### src/rtl/mem_access.sv
// Memory-access stage: turns CU load/store control into a req/ack data-RAM bus
// transaction, stalls the core until it ends, and returns the extended load result.
// Optional MEM_MISALIGN_TRAP_EN: misaligned half/word accesses are trapped instead of aligned down.
module mem_access #(
  parameter int TIMEOUT = 16,
  parameter int TO_W    = 5
) (
  input  logic        clk,
  input  logic        rst,
  input  logic        cu_m2reg,
  input  logic        cu_wmem,
  input  logic [1:0]  cu_size,
  input  logic        cu_sext,
  input  logic [31:0] addr,
  input  logic [31:0] store_data,
  output logic [31:0] ram_data,
  output logic        stall,
  output logic        mem_done,
  output logic        bus_err,
  output logic        bus_req,
  output logic        bus_we,
  output logic [31:0] bus_addr,
  output logic [3:0]  bus_be,
  output logic [31:0] bus_wdata,
  input  logic        bus_ack,
  input  logic [31:0] bus_rdata
`ifdef MEM_MISALIGN_TRAP_EN
  ,
  output logic        misalign
`endif
);

  typedef enum logic [1:0] {IDLE, REQ, DONE} state_t;

  state_t          state_q, state_d;
  logic [31:0]     addr_q, addr_d;
  logic [31:0]     sd_q, sd_d;
  logic [1:0]      size_q, size_d;
  logic            sext_q, sext_d;
  logic            we_q, we_d;
  logic [TO_W-1:0] cnt_q, cnt_d;
  logic            err_q, err_d;
  logic            mis_q, mis_d;
  logic [31:0]     ram_q, ram_d;

  logic            start;
  logic            mis_in;
  logic [31:0]     rd_sh;
  logic [7:0]      rd_b;
  logic [15:0]     rd_h;
  logic [31:0]     rd_ext;
  logic [3:0]      be_lat;
  logic [31:0]     wd_lat;

  assign start = cu_m2reg | cu_wmem;

`ifdef MEM_MISALIGN_TRAP_EN
  assign mis_in = ((cu_size == 2'b01) & addr[0]) | (cu_size[1] & (|addr[1:0]));
`else
  assign mis_in = 1'b0;
`endif

  // Load lane selection and extension from the latched access.
  always_comb begin
    rd_sh = bus_rdata >> {addr_q[1:0], 3'b000};
    rd_b  = rd_sh[7:0];
    rd_h  = addr_q[1] ? bus_rdata[31:16] : bus_rdata[15:0];
    case (size_q)
      2'b00:   rd_ext = {{24{sext_q & rd_b[7]}}, rd_b};
      2'b01:   rd_ext = {{16{sext_q & rd_h[15]}}, rd_h};
      default: rd_ext = bus_rdata;
    endcase
  end

  always_comb begin
    case (size_q)
      2'b00: begin
        be_lat = 4'b0001 << addr_q[1:0];
        wd_lat = {4{sd_q[7:0]}};
      end
      2'b01: begin
        be_lat = addr_q[1] ? 4'b1100 : 4'b0011;
        wd_lat = {2{sd_q[15:0]}};
      end
      default: begin
        be_lat = 4'b1111;
        wd_lat = sd_q;
      end
    endcase
  end

  always_comb begin
    state_d = state_q;
    addr_d  = addr_q;
    sd_d    = sd_q;
    size_d  = size_q;
    sext_d  = sext_q;
    we_d    = we_q;
    cnt_d   = cnt_q;
    err_d   = err_q;
    mis_d   = mis_q;
    ram_d   = ram_q;
    stall   = 1'b0;
    case (state_q)
      IDLE: begin
        if (start) begin
          stall  = 1'b1;
          addr_d = addr;
          sd_d   = store_data;
          size_d = cu_size;
          sext_d = cu_sext;
          we_d   = cu_wmem;
          cnt_d  = '0;
          err_d  = 1'b0;
          mis_d  = mis_in;
          state_d = mis_in ? DONE : REQ;
        end
      end
      REQ: begin
        stall = 1'b1;
        if (bus_ack) begin
          if (!we_q) ram_d = rd_ext;
          cnt_d   = '0;
          state_d = DONE;
        end else if (cnt_q == TO_W'(TIMEOUT - 1)) begin
          if (!we_q) ram_d = '0;
          err_d   = 1'b1;
          cnt_d   = '0;
          state_d = DONE;
        end else begin
          cnt_d = cnt_q + 1'b1;
        end
      end
      DONE: begin
        // CPU advances on this edge; held cu_* belong to the old instruction.
        state_d = IDLE;
      end
      default: state_d = IDLE;
    endcase
  end

  always_ff @(posedge clk or posedge rst) begin
    if (rst) begin
      state_q <= IDLE;
      addr_q  <= '0;
      sd_q    <= '0;
      size_q  <= '0;
      sext_q  <= 1'b0;
      we_q    <= 1'b0;
      cnt_q   <= '0;
      err_q   <= 1'b0;
      mis_q   <= 1'b0;
      ram_q   <= '0;
    end else begin
      state_q <= state_d;
      addr_q  <= addr_d;
      sd_q    <= sd_d;
      size_q  <= size_d;
      sext_q  <= sext_d;
      we_q    <= we_d;
      cnt_q   <= cnt_d;
      err_q   <= err_d;
      mis_q   <= mis_d;
      ram_q   <= ram_d;
    end
  end

  assign bus_req   = (state_q == REQ);
  assign bus_we    = bus_req & we_q;
  assign bus_addr  = bus_req ? {addr_q[31:2], 2'b00} : 32'h0;
  assign bus_be    = bus_req ? be_lat : 4'h0;
  assign bus_wdata = bus_req ? wd_lat : 32'h0;
  assign mem_done  = (state_q == DONE);
  assign bus_err   = mem_done & err_q;
  assign ram_data  = ram_q;

`ifdef MEM_MISALIGN_TRAP_EN
  assign misalign  = mem_done & mis_q;
`else
  logic unused_mis;
  assign unused_mis = mis_in | mis_q;
`endif

endmodule

### config.mk
export PLATFORM = sky130hd
export DESIGN_NAME = mem_access
export DESIGN_NICKNAME = d
export VERILOG_FILES = /design/src/rtl/mem_access.sv
export SDC_FILE = /design/constraint.sdc
export NUM_CORES = 1
export LEC_CHECK = 0
export CORE_MARGIN = 2
export CORE_UTILIZATION = 48
export DETAILED_ROUTE_END_ITERATION = 16
export GPL_TIMING_DRIVEN = 0
export PLACE_DENSITY = 0.89
export SYNTH_ARGS = -nofsm -noshare
export SYNTH_HDL_FRONTEND = slang
export SYNTH_SLANG_ARGS = --single-unit
export TNS_END_PERCENT = 100
### constraint.sdc
create_clock -name clk -period 5.3 [get_ports clk]
set_input_delay 0.795 -clock clk [delete_from_list [all_inputs] [get_ports clk]]
set_output_delay 0.795 -clock clk [all_outputs]
set_load 0.01 [all_outputs]
==> flow_summary.ini <==
[run_status]
status = finished, final reports clean

[global_route]
grt-busiest-layer = met2
grtUsageMet3_pct = 5.987
grt_usage_pct = 28.40
grt_first_pass_wirelength_mm = 26.21
use_met2_pct = 47.41
overflow = 0
grt_pass1_vias = 5345
antenna_found_initial = 0
met1_usage_pct = 36.00
grt_max_degree = 58

[timing]
timing.final.crit_share_pct = 72.02
tightest_slew_ps = 806.0
rsz0062_at_grt = false
worst_slack_ps = 1483
slew_headroom_pct = 46.07
setup_violations = 0
finClkSkew_ps = 8.996
fin_crit_ps = 3817
hold_viol = 0
clock.fmax_mhz = 262.0
whs_ps = 472.2
fin_setup_tns_ps = 0
drv_slew = 0

[routing]
drc = 0
ant_nets = 0
wl_mm = 16.63
wl_per_cell_um = 16.60
dr.pass1.iters = 5
vias = 5386
vias_per_cell = 5.375
first_iter_violations = 370

[worst_setup_path]
worstPathArrival_ps = 3020
crit_required_ps = 4510
criticalPathCategory = reg -> out
cp_max_fo = 10
critPathCaptureType = primary output
cp-start-kind = flop

[clock_network]
holdBufCountCts = 0
cts_buffer_depth = 2
cts_tree = done
cts_made_buffers = 9
clock_sinks = 108
htree_levels = 3
cts_resized = 0
cts_setup_buffers = 0
clk_latency_ps = 380
clk_pin_slew_ps = 100
root_buffer = clkbuf_8

[pwr]
p_comb_share_pct = 55.7
clkPwrFrac_pct = 12.6
vdd_drop_max_mv = 0.2799
p_int_mw = 2.640
p_sw_share_pct = 41.53
leakage_nw = 3.583
pwr-share-seq_pct = 31.8
power_density_mw_per_mm2 = 573.4
power.switching_mw = 1.875

[cells_and_area]
diodes = 0
final_cell_mix = nand2_1 (250), clkdlybuf4s50_1 (205), dfrtp_1 (108)
final_nets = 962
stdcell_count = 1002
post-route-util_pct = 72.33
layout_commonest_cell = nand2_1
syn_to_final_growth_pct = 46.13
drive_gt1_share_pct = 5.220

[die]
rows = 38
die_x_um = 110.0
boundaryPins = 209
die_h_um = 110.0
core_area_mm2 = 0.01089
start_util_pct = 49.49
dieArea_mm2 = 0.01209

[synthesis]
async_flop_share_pct = 100.0
synth_top_flop_cell = dfrtp_1
yosysSeqAreaShare_pct = 50.15
synth-edff-count = 0
ys_seq_elements = 108
synth_area_per_cell_um2 = 8.433
yosys-top-cells-area = dfrtp_1 (50%), nand2_1 (17%), and2_1 (5.0%)
yosysTopAreaCell = dfrtp_1
synth_warnings = 0
synthDistinctLibCells = 39
yosys.area.top_type_share_pct = 50.15
synthesis.area_mm2 = 0.005389
syn_inst = 639

[worst_hold_path]
worst_hold_path_type = reg -> reg

[placement]
placed_cells = 986
io_buffers = 205
globalplace.congestion = 0.9108
hpwlAfterDp_mm = 12.42
place_ws_ps = 1914

[job]
max_cap_viol_count = 0
cell families (layout without fill, tap and decap cells):
kind of cell | after synthesis | count (layout) | synth area share [%]
simple gates | 342 | 342 | 26.68
compound gates | 106 | 106 | 12.98
fa+ha+maj | 1 | 1 | 0.2321
other cells | 1 | 2 | 0.06959
buf+inv | 53 | 275 | 4.318
xor+xnor | 1 | 1 | 0.1626
mux | 27 | 27 | 5.410
flops | 108 | 108 | 50.15
critical path, stage by stage (launching register included):
cell	delay (ps)
dfrtp_1	340
clkbuf_1	350
clkbuf_1	440
buf_1	630
mux2i_1	170
nor2_1	140
clkdlybuf4s50_1	590
cells in the mapped netlist, types with 2 or more instances:
cell,count
clkbuf_1,36
dfrtp_1,108
a21oi_1,36
nand2_1,250
buf_6,3
and2_1,43
inv_1,5
buf_4,3
o21a_1,2
nand2b_1,2
buf_1,5
nor2_1,34
mux2_2,7
o21ai_0,28
a222oi_1,7
a221oi_1,7
mux2i_1,19
o21ai_2,10
nor2b_1,5
a22o_1,8
o21ai_1,3
stage by stage:
stage | cell area [µm²] | power [mW]
after floorplan | 5393 | 2.776
after global placement | 7620 | 3.860
after detailed placement | 7650 | 3.947
after CTS | 7875 | 4.525
after global routing | 7875 | 4.853
final | 7875 | 4.515
area by class of cell:
cell class / count / area, µm²
buffer: 47 / 210.2
clock buffer: 10 / 137.6
clock inverter: 6 / 87.58
fill: 843 / 3013
inverter: 6 / 25.02
multi-input combinational: 479 / 2457
sequential: 108 / 2703
tap: 140 / 175.2
timing repair buffer: 206 / 2079
path summary, 6_finish.rpt:
| check | slack (ps) | depth (start not counted) | from | end |
|---|---|---|---|---|
| worst max register to register | 3020 | 7 | size_q[1] | ram_data[22] |
| max in group asynchronous | 3740 | 3 | rst | ram_data[11] |
| worst max-delay path | 1480 | 6 | size_q[1] | bus_wdata[16] |
| worst min-delay path | 470 | 2 | addr_q[9] | addr_q[9] |
| worst min register to register | 470 | 2 | addr_q[9] | addr_q[9] |
| min in group asynchronous | 870 | 2 | rst | addr_q[8] |
sequential cells by signal, indices dropped and copies added, names as in the netlist:
| signal | cells |
|---|---|
| addr_q | 32 |
| cnt_q | 5 |
| size_q | 2 |
| we_q | 1 |
| sd_q | 32 |
| sext_q | 1 |
| ram_data | 32 |
| err_q | 1 |
| state_q | 2 |
metal layers:
layer | up-vias | part of all wire (%)
li1 | 2519 | -
met1 | 2533 | 40
met2 | 296 | 49
met3 | 38 | 9.3
met4 | 0 | 2.2
met5 | - | 0
power groups by stage:
stage / combinational, mW / clock [mW] / sequential, mW
2_1_floorplan: 1.36 / 0 / 1.42
3_3_place_gp: 2.43 / 0 / 1.43
3_5_place_dp: 2.50 / 0 / 1.45
4_1_cts: 2.52 / 0.572 / 1.43
5_1_grt: 2.77 / 0.607 / 1.48
6_report: 2.51 / 0.567 / 1.43
(Power assumes the default switching activity.)
